**src/rtl/regfile_wb_arbiter_if.sv**
```systemverilog
// Bundle of the execute/memory-side writeback signals, the decode hazard
// query and the regfile write port served by regfile_wb_arbiter.
interface regfile_wb_arbiter_if;
    // ALU writeback (never back-pressured)
    logic        alu_valid;
    logic [4:0]  alu_rd;
    logic [31:0] alu_data;
    // Load issue (scoreboard set) and load return
    logic        ld_issue;
    logic [4:0]  ld_issue_rd;
    logic        ld_valid;
    logic [4:0]  ld_rd;
    logic [31:0] ld_data;
    logic        ld_ready;
    // Decode hazard query
    logic [4:0]  rs1;
    logic [4:0]  rs2;
    logic        stall;
    // Regfile write port
    logic        write;
    logic [4:0]  wrAddr;
    logic [31:0] wrData;
    // Sticky load-drop error
    logic        overflow;

    // Pipeline side: produces results and queries hazards
    modport master (
        output alu_valid, alu_rd, alu_data,
        output ld_issue, ld_issue_rd,
        output ld_valid, ld_rd, ld_data,
        output rs1, rs2,
        input  ld_ready, stall, write, wrAddr, wrData, overflow
    );

    // Arbiter side
    modport slave (
        input  alu_valid, alu_rd, alu_data,
        input  ld_issue, ld_issue_rd,
        input  ld_valid, ld_rd, ld_data,
        input  rs1, rs2,
        output ld_ready, stall, write, wrAddr, wrData, overflow
    );
endinterface

```
**src/rtl/regfile_wb_arbiter.sv**
```systemverilog
// Regfile write-port arbiter: ALU results win the single write port, load
// results queue in a small FIFO and drain when the port is free. A 32-entry
// pending-load scoreboard raises a combinational decode stall on hazards.
module regfile_wb_arbiter #(
    parameter int LD_DEPTH = 2,
    parameter int PTR_W    = 1
) (
    input logic                  clk,
    input logic                  reset,
    regfile_wb_arbiter_if.slave  bus
);

    localparam int CNT_W = PTR_W + 1;
    localparam logic [CNT_W-1:0] DEPTH_CNT = CNT_W'(LD_DEPTH);

    // FIFO storage (no reset needed; validity is tracked by count)
    logic [4:0]  fifo_rd_mem   [LD_DEPTH];
    logic [31:0] fifo_data_mem [LD_DEPTH];

    logic [PTR_W-1:0] wr_ptr_q, wr_ptr_d;
    logic [PTR_W-1:0] rd_ptr_q, rd_ptr_d;
    logic [CNT_W-1:0] count_q,  count_d;

    logic        write_q,   write_d;
    logic [4:0]  wr_addr_q, wr_addr_d;
    logic [31:0] wr_data_q, wr_data_d;
    logic [31:0] pending_q, pending_d;
    logic        overflow_q, overflow_d;

    logic        fifo_full;
    logic        fifo_empty;
    logic        alu_take;
    logic        pop;
    logic        push_req;
    logic        push;
    logic [4:0]  head_rd;
    logic [31:0] head_data;

    // Port arbitration and FIFO push/pop decisions
    always_comb begin
        fifo_full  = (count_q == DEPTH_CNT);
        fifo_empty = (count_q == '0);
        head_rd    = fifo_rd_mem[rd_ptr_q];
        head_data  = fifo_data_mem[rd_ptr_q];
        // rd=0 ALU results are architecturally dead, so they leave the port free
        alu_take   = bus.alu_valid && (bus.alu_rd != 5'd0);
        pop        = !alu_take && !fifo_empty;
        push_req   = bus.ld_valid && (bus.ld_rd != 5'd0);
        // A full FIFO still accepts when its head leaves on the same edge
        push       = push_req && (!fifo_full || pop);
    end

    // Next-state for pointers, count, write port, scoreboard and error flag
    always_comb begin
        wr_ptr_d   = wr_ptr_q;
        rd_ptr_d   = rd_ptr_q;
        count_d    = count_q;
        write_d    = 1'b0;
        wr_addr_d  = wr_addr_q;
        wr_data_d  = wr_data_q;
        pending_d  = pending_q;
        overflow_d = overflow_q;

        if (push) begin
            wr_ptr_d = wr_ptr_q + PTR_W'(1);
        end
        if (pop) begin
            rd_ptr_d = rd_ptr_q + PTR_W'(1);
        end
        if (push && !pop) begin
            count_d = count_q + CNT_W'(1);
        end else if (pop && !push) begin
            count_d = count_q - CNT_W'(1);
        end

        if (alu_take) begin
            write_d   = 1'b1;
            wr_addr_d = bus.alu_rd;
            wr_data_d = bus.alu_data;
        end else if (pop) begin
            write_d   = 1'b1;
            wr_addr_d = head_rd;
            wr_data_d = head_data;
        end

        // Clear first so a same-cycle issue to the same register wins
        if (pop) begin
            pending_d[head_rd] = 1'b0;
        end
        if (bus.ld_issue && (bus.ld_issue_rd != 5'd0)) begin
            pending_d[bus.ld_issue_rd] = 1'b1;
        end
        pending_d[0] = 1'b0;

        if (push_req && fifo_full && !pop) begin
            overflow_d = 1'b1;
        end
    end

    // State registers
    always_ff @(posedge clk or posedge reset) begin
        if (reset) begin
            wr_ptr_q   <= '0;
            rd_ptr_q   <= '0;
            count_q    <= '0;
            write_q    <= 1'b0;
            wr_addr_q  <= 5'd0;
            wr_data_q  <= 32'd0;
            pending_q  <= 32'd0;
            overflow_q <= 1'b0;
        end else begin
            wr_ptr_q   <= wr_ptr_d;
            rd_ptr_q   <= rd_ptr_d;
            count_q    <= count_d;
            write_q    <= write_d;
            wr_addr_q  <= wr_addr_d;
            wr_data_q  <= wr_data_d;
            pending_q  <= pending_d;
            overflow_q <= overflow_d;
        end
    end

    // FIFO storage write on accepted push
    always_ff @(posedge clk) begin
        if (push) begin
            fifo_rd_mem[wr_ptr_q]   <= bus.ld_rd;
            fifo_data_mem[wr_ptr_q] <= bus.ld_data;
        end
    end

    assign bus.write    = write_q;
    assign bus.wrAddr   = wr_addr_q;
    assign bus.wrData   = wr_data_q;
    assign bus.overflow = overflow_q;
    assign bus.ld_ready = !fifo_full;
    assign bus.stall    = ((bus.rs1 != 5'd0) && pending_q[bus.rs1]) ||
                          ((bus.rs2 != 5'd0) && pending_q[bus.rs2]);

endmodule
```
**src/flat_wrapper.sv**
```systemverilog
// flat-port wrapper written by rule: the top's interface ports become plain ports
module regfile_wb_arbiter_flat 
#(
    parameter int LD_DEPTH = 2,
    parameter int PTR_W    = 1
)
  (clk, reset, bus_alu_valid, bus_alu_rd, bus_alu_data, bus_ld_issue, bus_ld_issue_rd, bus_ld_valid, bus_ld_rd, bus_ld_data, bus_rs1, bus_rs2, bus_ld_ready, bus_stall, bus_write, bus_wrAddr, bus_wrData, bus_overflow);
  regfile_wb_arbiter_if bus_i ();
  input logic clk;
  input logic reset;
  input wire logic [$bits(bus_i.alu_valid)-1:0] bus_alu_valid;
  input wire logic [$bits(bus_i.alu_rd)-1:0] bus_alu_rd;
  input wire logic [$bits(bus_i.alu_data)-1:0] bus_alu_data;
  input wire logic [$bits(bus_i.ld_issue)-1:0] bus_ld_issue;
  input wire logic [$bits(bus_i.ld_issue_rd)-1:0] bus_ld_issue_rd;
  input wire logic [$bits(bus_i.ld_valid)-1:0] bus_ld_valid;
  input wire logic [$bits(bus_i.ld_rd)-1:0] bus_ld_rd;
  input wire logic [$bits(bus_i.ld_data)-1:0] bus_ld_data;
  input wire logic [$bits(bus_i.rs1)-1:0] bus_rs1;
  input wire logic [$bits(bus_i.rs2)-1:0] bus_rs2;
  output wire logic [$bits(bus_i.ld_ready)-1:0] bus_ld_ready;
  output wire logic [$bits(bus_i.stall)-1:0] bus_stall;
  output wire logic [$bits(bus_i.write)-1:0] bus_write;
  output wire logic [$bits(bus_i.wrAddr)-1:0] bus_wrAddr;
  output wire logic [$bits(bus_i.wrData)-1:0] bus_wrData;
  output wire logic [$bits(bus_i.overflow)-1:0] bus_overflow;
  assign bus_i.alu_valid = bus_alu_valid;
  assign bus_i.alu_rd = bus_alu_rd;
  assign bus_i.alu_data = bus_alu_data;
  assign bus_i.ld_issue = bus_ld_issue;
  assign bus_i.ld_issue_rd = bus_ld_issue_rd;
  assign bus_i.ld_valid = bus_ld_valid;
  assign bus_i.ld_rd = bus_ld_rd;
  assign bus_i.ld_data = bus_ld_data;
  assign bus_i.rs1 = bus_rs1;
  assign bus_i.rs2 = bus_rs2;
  assign bus_ld_ready = bus_i.ld_ready;
  assign bus_stall = bus_i.stall;
  assign bus_write = bus_i.write;
  assign bus_wrAddr = bus_i.wrAddr;
  assign bus_wrData = bus_i.wrData;
  assign bus_overflow = bus_i.overflow;
  regfile_wb_arbiter #(.LD_DEPTH(LD_DEPTH), .PTR_W(PTR_W)) u_core (.clk(clk), .reset(reset), .bus(bus_i));
endmodule
```
**config.mk**
```make
export PLATFORM = sky130hd
export DESIGN_NAME = regfile_wb_arbiter_flat
export DESIGN_NICKNAME = d
export VERILOG_FILES = /design/src/rtl/regfile_wb_arbiter_if.sv /design/src/rtl/regfile_wb_arbiter.sv /design/src/flat_wrapper.sv
export SDC_FILE = /design/constraint.sdc
export NUM_CORES = 1
export LEC_CHECK = 0
export CAP_MARGIN = 25
export CORE_MARGIN = 2
export CORE_UTILIZATION = 46
export DETAILED_ROUTE_END_ITERATION = 12
export GPL_TIMING_DRIVEN = 0
export PLACE_DENSITY = 0.76
export SYNTH_ARGS = -nofsm -noshare
export SYNTH_HDL_FRONTEND = slang
export SYNTH_SLANG_ARGS = --single-unit
```
**constraint.sdc**
```tcl
create_clock -name clk -period 2.9 [get_ports clk]
set_input_delay 0.435 -clock clk [delete_from_list [all_inputs] [get_ports clk]]
set_output_delay 0.435 -clock clk [all_outputs]
set_load 0.01 [all_outputs]
```
==> results.json <==
{
  "grt-ovfl-total": 0,
  "drt-initial-drc-count": 322,
  "pre_cts_ws_ps": -314.3,
  "cts_buffers": 17,
  "syn_area_per_cell_um2": 12.10,
  "cts_tree": "yes",
  "post-dp-hpwl_mm": 12.12,
  "clock_sinks": 148,
  "power_density_mw_per_mm2": 941.1,
  "routed_via_density": 5.612,
  "hold_slack_ps": 348.9,
  "finalClockSkew_ps": 7.896,
  "rsz0062_at_grt": "false",
  "yosys_register_bits": 148,
  "grt_usage_pct": 23.34,
  "synth-main-ff-cell": "edfxtp_1",
  "synth_edf_count": 74,
  "outcome": "completed",
  "antenna_found_initial": 0,
  "final_util_pct": 63.12,
  "required_ps": 2470,
  "wl_mm": 16.76,
  "hold_path.class": "in -> async",
  "fin_nets": 784,
  "async_flop_share_pct": 50.00,
  "gp_congestion": 0.8681,
  "synth.net_count": 627,
  "post-route-min-period_ps": 2699,
  "fin_ws_ps": 201.4,
  "clockRootBuffer": "clkbuf_16",
  "syn-cell-area_mm2": 0.006437,
  "io_pins": 135,
  "drtPass1Iterations": 5,
  "tightest_slew_ps": 602.5,
  "hold_viol_final": 0,
  "portBuffers": 131,
  "slew_viol_final": 0,
  "clk_pin_slew_ps": 60,
  "rows": 43,
  "peakVddDrop_uv": 629.5,
  "worstPathArrival_ps": 2260,
  "die_h_um": 122.3,
  "core_mm2": 0.01377,
  "initial_core_util_pct": 46.74,
  "ys_warn_count": 0,
  "drv_cap": 0,
  "max-slew-margin-rel_pct": 58.68,
  "end_kind": "output pin",
  "finalSetupViolCount": 0,
  "dieArea_mm2": 0.01496,
  "fin_crit_sh_pct": 93.06,
  "dieWidth_um": 122.3,
  "grt_max_degree": 52,
  "diodes": 0,
  "cp_max_fo": 10,
  "cts_htree_levels": 4,
  "vias": 4950,
  "layout_common_cells": "clkdlybuf4s50_1, o21ai_0, dfrtp_1, edfxtp_1, nand2_1",
  "postRouteAntennaNets": 0,
  "insertion_delay_ps": 420,
  "clock_path_buffers": 2,
  "critPathLaunchType": "input port",
  "worstSetupPathType": "in -> out",
  "synth.distinct_cells": 44,
  "grt_pass1_vias": 5203,
  "drc": 0,
  "final_layout_size_suffix_gt1_share_pct": 9.829,
  "synth_cells": 532,
  "leakage_nw": 3.376,
  "area_growth_pct": 35.04,
  "avgRoutedWirePerCell_um": 19.01,
  "layout_commonest_cell": "clkdlybuf4s50_1",
  "synth_seq_area_share_pct": 63.28,
  "fmax_mhz": 370.6,
  "grt_first_pass_wirelength_mm": 26.21
}
-- power breakdown --
group	switching [W]	internal [W]	total (W)	leakage, nW
registers	0.000402	0.00289	0.00329	1.58
clock network	0.000814	0.00138	0.00220	0.293
logic	0.00145	0.00124	0.00269	1.51
total	0.00267	0.00551	0.00818	3.38
-- cell usage after synthesis, drive strengths merged, types with 2 or more instances --
master  instances  area share [%]
o31ai           4            0.47
a22oi           4            0.47
nand2          51             3.0
mux2            5            0.87
nand2b          4            0.39
or4             2            0.29
mux2i          47             7.3
inv             5            0.29
buf             7            0.58
nor2b           6            0.58
xor2            3            0.41
nand3           6            0.47
nor2           44             2.6
or3b            4            0.54
or3             2            0.27
mux4            9             3.1
nand3b          5            0.58
o21ai         101             7.9
xnor2           2            0.27
dfrtp          74              29
nand4           4            0.39
a21oi          35             2.7
edfxtp         74              35
nand4b          2            0.27
clkbuf         18             1.0
-- registers in the layout, indices dropped and copies added, names as in the netlist --
signal,flops
u_core.fifo_rd_mem,10
u_core.bus.wrData,32
u_core.pending_q,31
u_core.fifo_data_mem,64
u_core.rd_ptr_q,1
u_core.wr_ptr_q,1
u_core.bus.overflow,1
u_core.bus.write,1
u_core.count_q,2
u_core.bus.wrAddr,5
-- repair_timing --
action	in CTS	in global routing
buffers inserted	0	3
endpoints found under the setup margin	1	1
gates resized for setup	5	2
gates cloned	0	1
hold buffers	0	0
endpoints found under the hold margin	0	0
-- worst paths after layout --
kind | startpoint | to | slack (ps) | depth (start not counted)
worst min-delay path | reset | u_core.bus.wrData[6] | 350 | 2
max in group asynchronous | reset | u_core.bus.wrData[0] | 1990 | 3
worst min register to register | u_core.bus.overflow | u_core.bus.overflow | 470 | 2
worst max-delay path | bus_rs2[0] | bus_stall | 200 | 8
min in group clk | u_core.bus.overflow | u_core.bus.overflow | 470 | 2
worst max register to register | u_core.count_q[0] | u_core.bus.wrData[10] | 710 | 5
-- worst max-delay path, cell delays in order --
cell and delay (ps):
dlygate4sd2_1 310, buf_6 200, mux2_2 350, a221oi_1 280, a2111oi_0 120, a41oi_1 180, nand3_1 90, dlygate4sd2_1 290
-- through the flow --
| stage | cell area, um^2 | instances | power (W) | TNS, ps |
|---|---|---|---|---|
| 3_3_place_gp | 7981 | 843 | 0.005834 | -109790 |
| 6_report | 8693 | 882 | 0.008181 | 0 |
| 3_5_place_dp | 8053 | 846 | 0.005996 | -8340 |
| 4_1_cts | 8661 | 878 | 0.008204 | 0 |
| 2_1_floorplan | 6445 | 532 | 0.004805 | 0 |
| 5_1_grt | 8693 | 882 | 0.008620 | 0 |
-- metal layers --
| metal | track usage [%] | routed length (um) | vias to the layer above |
|---|---|---|---|
| li1 | - | - | 2276 |
| met1 | 27.90 | 6693 | 2442 |
| met2 | 39.06 | 8451 | 200 |
| met3 | 7.296 | 1227 | 32 |
| met4 | 9.986 | 389 | 0 |
| met5 | 0 | 0 | - |
-- area by class of cell --
type	count	area, um^2
Clock inverter	9	100.1
Buffer	25	115.1
Fill cell	1078	5080
Sequential cell	148	4074
Tap cell	180	225.2
Timing Repair Buffer	138	1409
Inverter	5	21.27
Multi-Input combinational cell	354	2248
Clock buffer	23	500.5
-- cells by family after synthesis --
| kind of cell | after synthesis | share of synthesized area, % |
|---|---|---|
| fa+ha+maj | 1 | 0.1943 |
| compound gates | 153 | 12.85 |
| mux | 61 | 11.33 |
| xor+xnor | 5 | 0.6804 |
| buf+inv | 30 | 1.924 |
| flops | 148 | 63.28 |
| simple gates | 134 | 9.738 |
Note: power is estimated with default switching activity, not from simulation.
==> RTL edit (same settings) <==
Take the reset off `wr_addr_q`, `wr_data_q` and `pending_q` and load them in a clocked block of their own.
--- a/src/rtl/regfile_wb_arbiter.sv
+++ b/src/rtl/regfile_wb_arbiter.sv
@@ -104,20 +104,20 @@
             rd_ptr_q   <= '0;
             count_q    <= '0;
             write_q    <= 1'b0;
-            wr_addr_q  <= 5'd0;
-            wr_data_q  <= 32'd0;
-            pending_q  <= 32'd0;
             overflow_q <= 1'b0;
         end else begin
             wr_ptr_q   <= wr_ptr_d;
             rd_ptr_q   <= rd_ptr_d;
             count_q    <= count_d;
             write_q    <= write_d;
-            wr_addr_q  <= wr_addr_d;
-            wr_data_q  <= wr_data_d;
-            pending_q  <= pending_d;
             overflow_q <= overflow_d;
         end
+    end
+
+    always_ff @(posedge clk) begin
+        wr_addr_q <= wr_addr_d;
+        wr_data_q <= wr_data_d;
+        pending_q <= pending_d;
     end
 
     // FIFO storage write on accepted push
Behaviour: not the same (a bounded check fails within 4 cycles, from zero or initial values and one cycle with reset high).
==> RTL edit against the unedited design <==
Sequential cell count is the same. Die area shrank 4.5%. Setup slack lost 0.054 ns. Critical path depth is the same. Via count shrank 10%. Area after synthesis shrank 4.6%. Clock skew shrank 0.00070 ns. Combinational power shrank 17%. Final area shrank 2.0%. Wire length shrank 9.7%. Fmax shrank 2.0%. Clock power grew 4%. Total power shrank 3.3%.
==> RTL edit: results (changes against the unedited design) <==
| Metric | Value |
|---|---|
| First-pass GRT wire length | `23.8 mm (-9.3%)` |
| Area after DPL | `0.00780 sq mm (-3.1%)` |
| Total GRT Usage | `21.7% (-1.7 points)` |
| Pin count of the biggest net entering global routing | `26 (-50%)` |
| Nets | `714 (-8.9%)` |
| Synth async-reset ratio | `4.05% (-46 points)` |
| TritonRoute pass-1 iters | `5 (unchanged)` |
| Peak supply drop | `0.523 mV (-17%)` |
| Max FO, Critical Path | `2 (-8)` |
| Skew final | `0.00720 ns (-0.000697 ns)` |
| Critical Path AT | `2.32 ns (+0.06 ns)` |
| Register area share after synthesis | `66.9% (+3.6 points)` |
| Port bufs | `133 (+1.5%)` |
| Worst hold path type | `input port to asynchronous set/reset pin` |
| CTS buffer count | `17 (unchanged)` |
| Layout cell share with drive strength beyond 1 | `11.7% (+1.9 points)` |
| Initial antenna violation count | `0 (unchanged)` |
| Post-synth top cells | `edfxtp_1 (111), o21ai_0 (90), nand2_1 (48)` |
| Syn Nets | `549 (-12%)` |
| Root Buffer Master | `clkbuf_16` |
| Clock Tree Buf Depth | `2 (unchanged)` |
| Antenna Cells | `0 (unchanged)` |
| P_leak | `3.10 nW (-8.1%)` |
| DR WL/cell | `18.7 microns (-1.4%)` |
| Status | `finished clean` |
| # fillers | `973 (-9.7%)` |
| FF-to-FF setup slack | `0.76 ns (+0.05 ns)` |
| Max FFs per register | `64 (unchanged)` |
| 1st-iter DRT viols | `348 (+8.1%)` |
| Gp weighted congestion | `0.854 (-1.6%)` |
| Final hold slack | `0.270 ns (-0.0786 ns)` |
| Most flops, register | `u_core.fifo_data_mem` |
| Ys flop type | `edfxtp_1` |
| EDFF count, synth | `111 (+50%)` |
| Synth top area cells | `edfxtp_1 (54%), dfxtp_1 (10%), o21ai_0 (7.3%)` |
| H-tree Lvls | `4 (unchanged)` |
| Routed via count | `4457 (-10%)` |
| Post-synth cell types | `45 (+2.3%)` |
| Synth Warn # | `0 (unchanged)` |
| HPWL after DPL | `10.5 mm (-13%)` |
| Worst Max-Slew Pin Slew | `0.756 ns (+0.153 ns)` |
| Vias in the first global route | `4760 (-8.5%)` |
| Latest clock arrival within the worst-skew pair | `0.41 ns` |
| Reg clk slew, reported paths | `0.06 ns (about the same)` |
[RTL edit: cell count changes after synthesis, moves of 8 or more]
cell and change:
dfrtp_1 -68, edfxtp_1 +37, nor2_1 -34, dfxtp_1 +31
a21oi_1 -30, o21ai_1 -11, clkbuf_1 -8
[RTL edit: metrics by stage]
stage	worst slack [ns]	utilization (%)	cells	TNS, ns
6_report	0.148	64.8	808	0
5_1_grt	0.0388	64.8	808	0
4_1_cts	0.0411	64.6	804	0
3_5_place_dp	-0.479	59.4	767	-13.48
3_3_place_gp	-1.16	58.6	763	-113.24
2_1_floorplan	-0.0253	-	454	-0.937
[RTL edit: critical path, stage by stage]
cell and delay, ns:
clkdlybuf4s50_1 0.51, clkbuf_8 0.15, mux4_2 0.48, o22a_1 0.21, nand4_1 0.09, and4_1 0.20
nand4_1 0.10, clkbuf_2 0.15
[RTL edit: what timing repair did]
| item | CTS | global route |
|---|---|---|
| resized for setup | 11 | 2 |
| setup endpoints to repair | 1 | 26 |
| setup buffers | 5 | 4 |
[RTL edit: cell families after synthesis]
group	count (synthesis)	synth area share (%)
AND/OR/NAND/NOR	101	8.48
flip-flops	148	66.9
AO/OA/AOI/OAI	116	10.5
buffers and inverters	26	1.83
adder cells (fa/ha/maj)	1	0.204
XOR/XNOR	5	0.714
multiplexers	57	11.4
[RTL edit: power by group]
group          switching [mW]  internal [mW]
registers               0.338           3.05
logic                    1.11           1.12
clock network           0.844           1.45
total                    2.29           5.62
[RTL edit: final timing paths]
kind / from / endpoint / depth (start not counted)
hold / removal: reset / u_core.count_q[0] / 2
hold reg to reg: u_core.bus.overflow / u_core.bus.overflow / 2
setup / recovery: bus_rs1[1] / bus_stall / 8
setup reg to reg: u_core.rd_ptr_q / u_core.bus.wrData[20] / 5
min in group clk: u_core.bus.overflow / u_core.bus.overflow / 2
max in group asynchronous: reset / u_core.count_q[1] / 2
[RTL edit: final cells by class]
cell class	instances	area [sq um]	share of cell area, %
Buffer	19	110	1.29
Clock buffer	21	440	5.17
Clock inverter	11	178	2.09
Inverter	7	26.3	0.308
Multi-Input combinational cell	280	1940	22.8
Sequential cell	148	4100	48.2
Tap cell	176	220	2.58
Timing Repair Buffer	146	1500	17.6
[RTL edit: layer usage]
| metal | GRT usage [%] | up-vias | share of wire (%) |
|---|---|---|---|
| met5 | 0 | - | 0 |
| met4 | 8.16 | 0 | 1.7 |
| met3 | 7.70 | 25 | 8.6 |
| met2 | 37.2 | 202 | 51 |
| met1 | 24.9 | 2167 | 39 |
| li1 | - | 2063 | - |
